`src/rtl/jtag_dbg_dr_unit.sv`:
```
// Debug data-register unit behind the JTAG TAP: shifts DR scans, turns each Update-DR
// into one req/ack bus transfer, and reports status/read data on the next capture.
module jtag_dbg_dr_unit #(
  parameter int unsigned ADDR_WIDTH     = 16,
  parameter int unsigned DATA_WIDTH     = 32,
  parameter int unsigned TIMEOUT_CYCLES = 255
) (
  input  logic                  tap_tck,
  input  logic                  jtag_trstn,
  input  logic                  tap_TestLogicReset,
  input  logic                  tap_CaptureDR,
  input  logic                  tap_ShiftDR,
  input  logic                  tap_UpdateDR,
  input  logic                  dbg_sel,
  input  logic                  dbg_tdi,
  output logic                  dbg_tdo,
  output logic                  dbg_req,
  output logic                  dbg_we,
  output logic [ADDR_WIDTH-1:0] dbg_addr,
  output logic [DATA_WIDTH-1:0] dbg_wdata,
  input  logic                  dbg_ack,
  input  logic                  dbg_err,
  input  logic [DATA_WIDTH-1:0] dbg_rdata
);

  localparam int unsigned DR_LEN = 4 + ADDR_WIDTH + DATA_WIDTH;
  localparam int unsigned CNT_W  = $clog2(TIMEOUT_CYCLES + 1);
  localparam logic [CNT_W-1:0] CNT_LAST = CNT_W'(TIMEOUT_CYCLES - 1);

  typedef enum logic {IDLE, REQ} state_e;

  state_e                state_q, state_d;
  logic [DR_LEN-1:0]     sr_q, sr_d;
  logic                  req_q, req_d;
  logic                  we_q, we_d;
  logic [ADDR_WIDTH-1:0] addr_q, addr_d;
  logic [DATA_WIDTH-1:0] wdata_q, wdata_d;
  logic [DATA_WIDTH-1:0] rdata_q, rdata_d;
  logic [ADDR_WIDTH-1:0] last_addr_q, last_addr_d;
  logic [CNT_W-1:0]      cnt_q, cnt_d;
  logic                  timeout_q, timeout_d;
  logic                  overrun_q, overrun_d;
  logic                  bus_err_q, bus_err_d;

  logic [3:0] cmd;
  logic [3:0] status;
  logic       upd;
  logic       rw_cmd;

  assign cmd     = sr_q[3:0];
  assign upd     = dbg_sel & tap_UpdateDR;
  assign rw_cmd  = upd & ((cmd == 4'h1) | (cmd == 4'h2));
  assign status  = {timeout_q, overrun_q, bus_err_q, (state_q == REQ)};

  assign dbg_tdo   = sr_q[0];
  assign dbg_req   = req_q;
  assign dbg_we    = we_q;
  assign dbg_addr  = addr_q;
  assign dbg_wdata = wdata_q;

  // Next-state: clears are applied before sticky sets so a coincident set wins.
  always_comb begin
    state_d     = state_q;
    sr_d        = sr_q;
    req_d       = req_q;
    we_d        = we_q;
    addr_d      = addr_q;
    wdata_d     = wdata_q;
    rdata_d     = rdata_q;
    last_addr_d = last_addr_q;
    cnt_d       = cnt_q;
    timeout_d   = timeout_q;
    overrun_d   = overrun_q;
    bus_err_d   = bus_err_q;

    if (dbg_sel && tap_CaptureDR) begin
      sr_d = {rdata_q, last_addr_q, status};
    end else if (dbg_sel && tap_ShiftDR) begin
      sr_d = {dbg_tdi, sr_q[DR_LEN-1:1]};
    end

    if (upd && (cmd == 4'h3)) begin
      timeout_d = 1'b0;
      overrun_d = 1'b0;
      bus_err_d = 1'b0;
    end

    case (state_q)
      IDLE: begin
        if (rw_cmd) begin
          req_d       = 1'b1;
          we_d        = cmd[1];
          addr_d      = sr_q[4 +: ADDR_WIDTH];
          wdata_d     = sr_q[4 + ADDR_WIDTH +: DATA_WIDTH];
          last_addr_d = sr_q[4 +: ADDR_WIDTH];
          cnt_d       = '0;
          state_d     = REQ;
        end
      end
      REQ: begin
        if (rw_cmd) begin
          overrun_d = 1'b1;
        end
        // Ack takes priority over an expiring timeout on the same edge.
        if (dbg_ack) begin
          req_d   = 1'b0;
          state_d = IDLE;
          if (dbg_err) begin
            bus_err_d = 1'b1;
          end else if (!we_q) begin
            rdata_d = dbg_rdata;
          end
        end else if (cnt_q == CNT_LAST) begin
          req_d     = 1'b0;
          timeout_d = 1'b1;
          state_d   = IDLE;
        end else begin
          cnt_d = cnt_q + CNT_W'(1);
        end
      end
      default: state_d = IDLE;
    endcase

    if (tap_TestLogicReset) begin
      state_d     = IDLE;
      sr_d        = '0;
      req_d       = 1'b0;
      we_d        = 1'b0;
      addr_d      = '0;
      wdata_d     = '0;
      rdata_d     = '0;
      last_addr_d = '0;
      cnt_d       = '0;
      timeout_d   = 1'b0;
      overrun_d   = 1'b0;
      bus_err_d   = 1'b0;
    end
  end

  always_ff @(posedge tap_tck or negedge jtag_trstn) begin
    if (!jtag_trstn) begin
      state_q     <= IDLE;
      sr_q        <= '0;
      req_q       <= 1'b0;
      we_q        <= 1'b0;
      addr_q      <= '0;
      wdata_q     <= '0;
      rdata_q     <= '0;
      last_addr_q <= '0;
      cnt_q       <= '0;
      timeout_q   <= 1'b0;
      overrun_q   <= 1'b0;
      bus_err_q   <= 1'b0;
    end else begin
      state_q     <= state_d;
      sr_q        <= sr_d;
      req_q       <= req_d;
      we_q        <= we_d;
      addr_q      <= addr_d;
      wdata_q     <= wdata_d;
      rdata_q     <= rdata_d;
      last_addr_q <= last_addr_d;
      cnt_q       <= cnt_d;
      timeout_q   <= timeout_d;
      overrun_q   <= overrun_d;
      bus_err_q   <= bus_err_d;
    end
  end

endmodule

```
`config.mk`:
```
export PLATFORM = sky130hd
export DESIGN_NAME = jtag_dbg_dr_unit
export DESIGN_NICKNAME = d
export VERILOG_FILES = /design/src/rtl/jtag_dbg_dr_unit.sv
export SDC_FILE = /design/constraint.sdc
export NUM_CORES = 1
export LEC_CHECK = 0
export BUFFER_PORTS_ARGS = -buffer_cell sky130_fd_sc_hd__buf_2
export CORE_UTILIZATION = 55
export CTS_BUF_LIST = sky130_fd_sc_hd__clkbuf_4
export DETAILED_ROUTE_END_ITERATION = 10
export HOLD_SLACK_MARGIN = 0.12
export PLACE_DENSITY = 0.74
export SETUP_SLACK_MARGIN = 0.02
export SYNTH_ARGS = -nofsm -noshare
export SYNTH_HDL_FRONTEND = slang
export SYNTH_SLANG_ARGS = --single-unit
```
`constraint.sdc`:
```
create_clock -name tap_tck -period 1.6 [get_ports tap_tck]
set_input_delay 0.24 -clock tap_tck [delete_from_list [all_inputs] [get_ports tap_tck]]
set_output_delay 0.24 -clock tap_tck [all_outputs]
set_load 0.005 [all_outputs]
```
[Word-level counts from Yosys, hierarchy flattened]
Cells that the tools add are included.
W data, S select, Z words.
Storage, ports and cells
  logic and storage cells: 84
  register bits: 146
  output and inout bits: 51
  input bits: 42
Cells by class
  equality and inequality tests: 11
  muxes and demuxes: 46
  reduce and logical (&&, ||, !) cells: 11
  bitwise operators: 4
  add/subtract/negate cells: 1
Operators with widths (count)
  $mux W32: 8
  $mux W52: 3
  $mux W16: 3
  $mux W8: 4
  $mux W1: 25
  $pmux W8 S2: 1
  $ne A3 B3 Y1 const B: 3
  $add A8 B1 Y8 const B: 1
  $eq A4 B2 Y1 const B: 2
  $eq A8 B8 Y1 const B: 1
  $ne A2 B2 Y1 const B: 3
  $reduce_bool A2 Y1: 3
  $eq A4 B1 Y1 const B: 1
  $ne A4 B3 Y1 const B: 1
  $pmux W1 S2: 2
  $reduce_and A2 Y1: 2
  $reduce_and A4 Y1: 1
  $logic_and A1 B1 Y1: 3
  $reduce_and A3 Y1: 1
  $reduce_bool A3 Y1: 1
  $and A1 B1 Y1: 2
  $not A1 Y1: 1
  $or A1 B1 Y1: 1

[Longest topological paths before layout]
  depth in word-level cells: 7
  gate-level depth with buffers: 7
  depth with buffers taken out: 6

[Least setup slack after synthesis]
Ideal clock, no wire load.
  path type: reg-to-reg
  start point: register sr_q[1]
  end point: register wdata_q[12], in the netlist dbg_wdata[12]
  slack: 0.139 ns
  data arrival time: 1.395 ns
  setup time: 0.066 ns
  cell stages (with the launch flop): 5
  data required time: 1.534 ns
  cells stage by stage: dfrtp_1 -> xor2_1 -> a31oi_2 -> clkbuf_1 -> a22o_1
On the way
  word-level cells in the longest chain between the ends: 5
  elaborated cells on any way between the ends: 6
  classes of those cells: eq/ne (2); bitwise (2); reduce/logical (2)
RTL lines
  start, declared: RTL line 33  | logic [DR_LEN-1:0] sr_q, sr_d;
  start signal, assigned: RTL line 156  | sr_q <= sr_d;
  $eq A4 B1 Y1 / $eq A4 B2 Y1 (equally long branches): RTL line 52  | assign rw_cmd = upd & ((cmd == 4'h1) | (cmd == 4'h2));
  $or A1 B1 Y1 *: RTL line 52
  $and A1 B1 Y1 *: RTL line 52
  $reduce_bool A2 Y1 (no source line) *
  $reduce_and A2 Y1 (no source line) *
  end signal, assigned: RTL line 160  | wdata_q <= wdata_d;
  end, declared: RTL line 37  | logic [DATA_WIDTH-1:0] wdata_q, wdata_d;
Mark *: on every way between the ends. The rest lies on a longest branch, timed or not.
A chain may end at the register's enable or synchronous reset.

[Worst setup path after layout]
  start point: register sr_q[0]
  end point: register last_addr_q[0]
On the way
  word-level cells in the longest chain between the ends: 5
  elaborated cells on any way between the ends: 6
  classes of those cells: eq/ne (2); bitwise (2); reduce/logical (2)
RTL lines
  $eq A4 B1 Y1 / $eq A4 B2 Y1 (equally long branches): RTL line 52
  $or A1 B1 Y1 *: RTL line 52
  $and A1 B1 Y1 *: RTL line 52
  $reduce_bool A2 Y1 (no source line) *
  $reduce_and A2 Y1 (no source line) *
  end signal, assigned: RTL line 162  | last_addr_q <= last_addr_d;
  end, declared: RTL line 39  | logic [ADDR_WIDTH-1:0] last_addr_q, last_addr_d;
Marks and branches as above.

==> summary.txt <==
Placed design
  • Post-Place Setup Slack: -0.323 ps
  • I/O Buffers: 92
  • Placed Cells: 772
  • Final Wtd Congestion: 0.851
  • Hpwl dp: 8860 um

CTS
  • Clk buf depth: 2
  • CTS tree: built
  • Clock tree root driver cell: clkbuf_4
  • Clock transition at path regs: 110 ps
  • Num Clock Sinks: 146
  • Skew-Pair Late Insertion Delay: 510 ps
  • H-tree depth: 4
  • Num CTS Buffers: 17

Timing
  • Final period util: 97.9%
  • Setup ws final: 34.3 ps
  • Worst hold slack: 186 ps
  • Final min period: 1570 ps
  • Fin. Hold Viols: 0
  • Total Neg Setup Slack: 0 ps
  • Final setup fails: 0
  • Fmax: 0.639 GHz
  • Clk_skew: 14.5 ps
  • RSZ-0062 raised after global routing: yes
  • Transition time of the tightest slew-check pin: 456 ps
  • Slew HR: 69.6%
  • Max-slew violation count: 0

Power
  • Worst vdd ir: 0.578 mV
  • Sequential share of power: 55.7%
  • Internal power: 5.13 mW
  • Gate power share: 6.9%
  • Leakage: 3.88 nW
  • Switch share: 22.6%
  • Clock share of power: 37.4%
  • PwrDens: 844 mW/mm^2
  • Sw power: 1.50 mW

GRT
  • Pin count of the biggest net entering global routing: 63
  • GRT Overall Usage: 25.4%
  • Number of global-route vias before repair: 4813
  • First-pass GRT wire length: 23100 um
  • Total gr overflow: 0
  • Antenna violations before repair: 0

Floorplan
  • Core area: 0.0109 mm^2
  • Chip Width: 109 um
  • Die H: 109 um
  • Starting Density: 57.2%
  • Num rows: 38
  • # IOs: 93
  • Die area: 0.0118 mm^2

Detailed routing
  • Vias: 4900
  • Vias per cell: 5.75
  • WL per Instance: 16.6 um
  • Initial DRT Pass Iterations: 5
  • Routed Wire Length: 14200 um
  • Post-DRT Antenna Nets: 0
  • DRC viols: 0
  • Initial detailed-routing violation count: 256

Setup path
  • Worst Reg-to-Reg Cells: 5
  • Arrival @ worst endpoint: 2010 ps
  • R2R setup slack: 30 ps
  • WP data required: 2040 ps
  • Startpoint type of the worst setup path: register
  • Reg2reg end: last_addr_q[0]
  • CP Max Fanout: 24
  • WS Path Type: reg2reg
  • Worst R2R Start: sr_q[0]
  • Setup crit end kind: register

Final layout
  • Net count, final: 742
  • Layout cells sized above 1: 24.8%
  • Final core occ: 71.9%
  • Filler Cell Count: 780
  • Area growth syn-to-layout: 25.8%
  • Fin cells: 852

Synthesis
  • Post-Syn Area: 0.00625 mm^2
  • Yosys cell types: 39
  • Number of synthesized register bits: 146
  • Synth Instances: 564
  • Area leader, netlist: dfrtp_1
  • Mean Syn Cell Area: 11.1 um^2
  • Syn_nets: 608
  • Area share of the largest cell type after synthesis: 58.4%
  • Synth warn: 0
  • Ys flop type: dfrtp_1
  • EDFF count, synth: 0
  • Async set-reset flop share out of synthesis: 100%
  • Synth area leaders: dfrtp_1, mux2i_1, nand2_1, a22o_1, o31ai_1
  • Sequential area share after synthesis: 58.4%

Status
  • Status: complete, no violations

Min path
  • Hold endpoint: dbg_req
  • Hold path startpoint: dbg_ack
  • Hold Path Stages: 3
  • Hold Crit Class: in2reg

Flow run
  • Max Cap Viol: 0
## critical path, stage by stage (launching register included)
cell and delay, ps:
dfrtp_1 420, xor2_2 210, buf_4 160, a31oi_4 340
buf_12 220, a22o_1 140
## power by group through the flow
stage	Clock (mW)	Combinational (mW)	Sequential [mW]
after floorplan	0	0.171	3.77
after global placement	0	0.385	3.77
after detailed placement	0	0.392	3.77
after CTS	2.54	0.458	3.70
after global routing	2.73	0.503	3.70
final	2.48	0.461	3.70
## cells in the mapped netlist (3+ instances only)
| cell | instances |
|---|---|
| nand2_1 | 121 |
| a21oi_1 | 35 |
| o31ai_1 | 55 |
| inv_1 | 3 |
| a22oi_1 | 3 |
| buf_2 | 23 |
| nor2_1 | 11 |
| o21ai_0 | 3 |
| nand3_1 | 10 |
| a22o_1 | 49 |
| dfrtp_1 | 146 |
| clkbuf_1 | 21 |
| mux2i_1 | 53 |
## worst max path at each step
stage                         from              end  slack, ps  cells after the start
final                      sr_q[0]   last_addr_q[0]         30                      5
after global routing      cnt_q[0]         cnt_q[6]        -40                      6
after CTS                 cnt_q[1]         cnt_q[6]         40                      5
after detailed placement   sr_q[0]     dbg_wdata[1]       -0.3                      5
after global placement     sr_q[0]  last_addr_q[10]         50                      5
after floorplan            sr_q[1]    dbg_wdata[12]        140                      4
## per-layer routing
layer	wire [um]	track usage [%]	share of wire [%]
met1	6120	33.8	43
met2	7200	41.3	51
met3	672	5.44	4.7
met4	187	9.27	1.3
met5	0	0	0
## through the flow
| stage | instance area, um^2 | power (mW) |
|---|---|---|
| after floorplan | 6250 | 3.94 |
| after global placement | 7030 | 4.15 |
| after detailed placement | 7030 | 4.16 |
| after CTS | 7760 | 6.69 |
| after global routing | 7860 | 6.93 |
| final | 7870 | 6.64 |
## what timing repair did
item / CTS / global route
endpoints found under the setup margin: 35 / 54
hold buffers: 35 / 0
gates cloned: 1 / 1
resized for setup: 1 / 18
pin swaps: 0 / 22
endpoints found under the hold margin: 180 / 0
setup buffers: 4 / 8
## cells by family after synthesis
group                    share of synthesized area (%)
AND/OR/NAND/NOR                                   10.5
adder cells (fa/ha/maj)                          0.400
AO/OA/AOI/OAI                                     18.2
multiplexers                                      8.49
XOR/XNOR                                         0.280
flip-flops                                        58.4
buffers and inverters                             3.70
## flip-flops by register name, indices dropped and copies added (netlist names)
| name | flops |
|---|---|
| bus_err_q | 1 |
| timeout_q | 1 |
| sr_q | 52 |
| dbg_req | 1 |
| dbg_we | 1 |
| last_addr_q | 16 |
| cnt_q | 8 |
| dbg_wdata | 32 |
| overrun_q | 1 |
| state_q | 1 |
| rdata_q | 32 |
## cell type report
type / instances / area (um^2) / share of cell area [%]
repair buffers: 162 / 1260 / 16.1
multi-input cells: 368 / 2450 / 31.1
flip-flops and latches: 146 / 3660 / 46.5
well taps: 140 / 175 / 2.23
inverters: 3 / 11.3 / 0.143
clock inverters: 13 / 166 / 2.12
diodes: 1 / 2.50 / 0.0318
clock buffers: 19 / 143 / 1.81
## cells in the final DEF (no fill, tap or decap), drive strengths merged, types with 2 or more instances in the layout
master,instances
nor2,11
bufinv,4
a31oi,2
nand3,10
a22oi,3
o31ai,55
ha,2
clkinvlp,2
o21ai,4
dlygate4sd3,35
inv,3
a21oi,35
buf,126
clkinv,7
nand2,122
or4,2
dfrtp,146
xor2,2
mux2i,53
nor3,2
o211ai,2
a22o,49
clkbuf,20
Power figures use the tool's default switching activity.
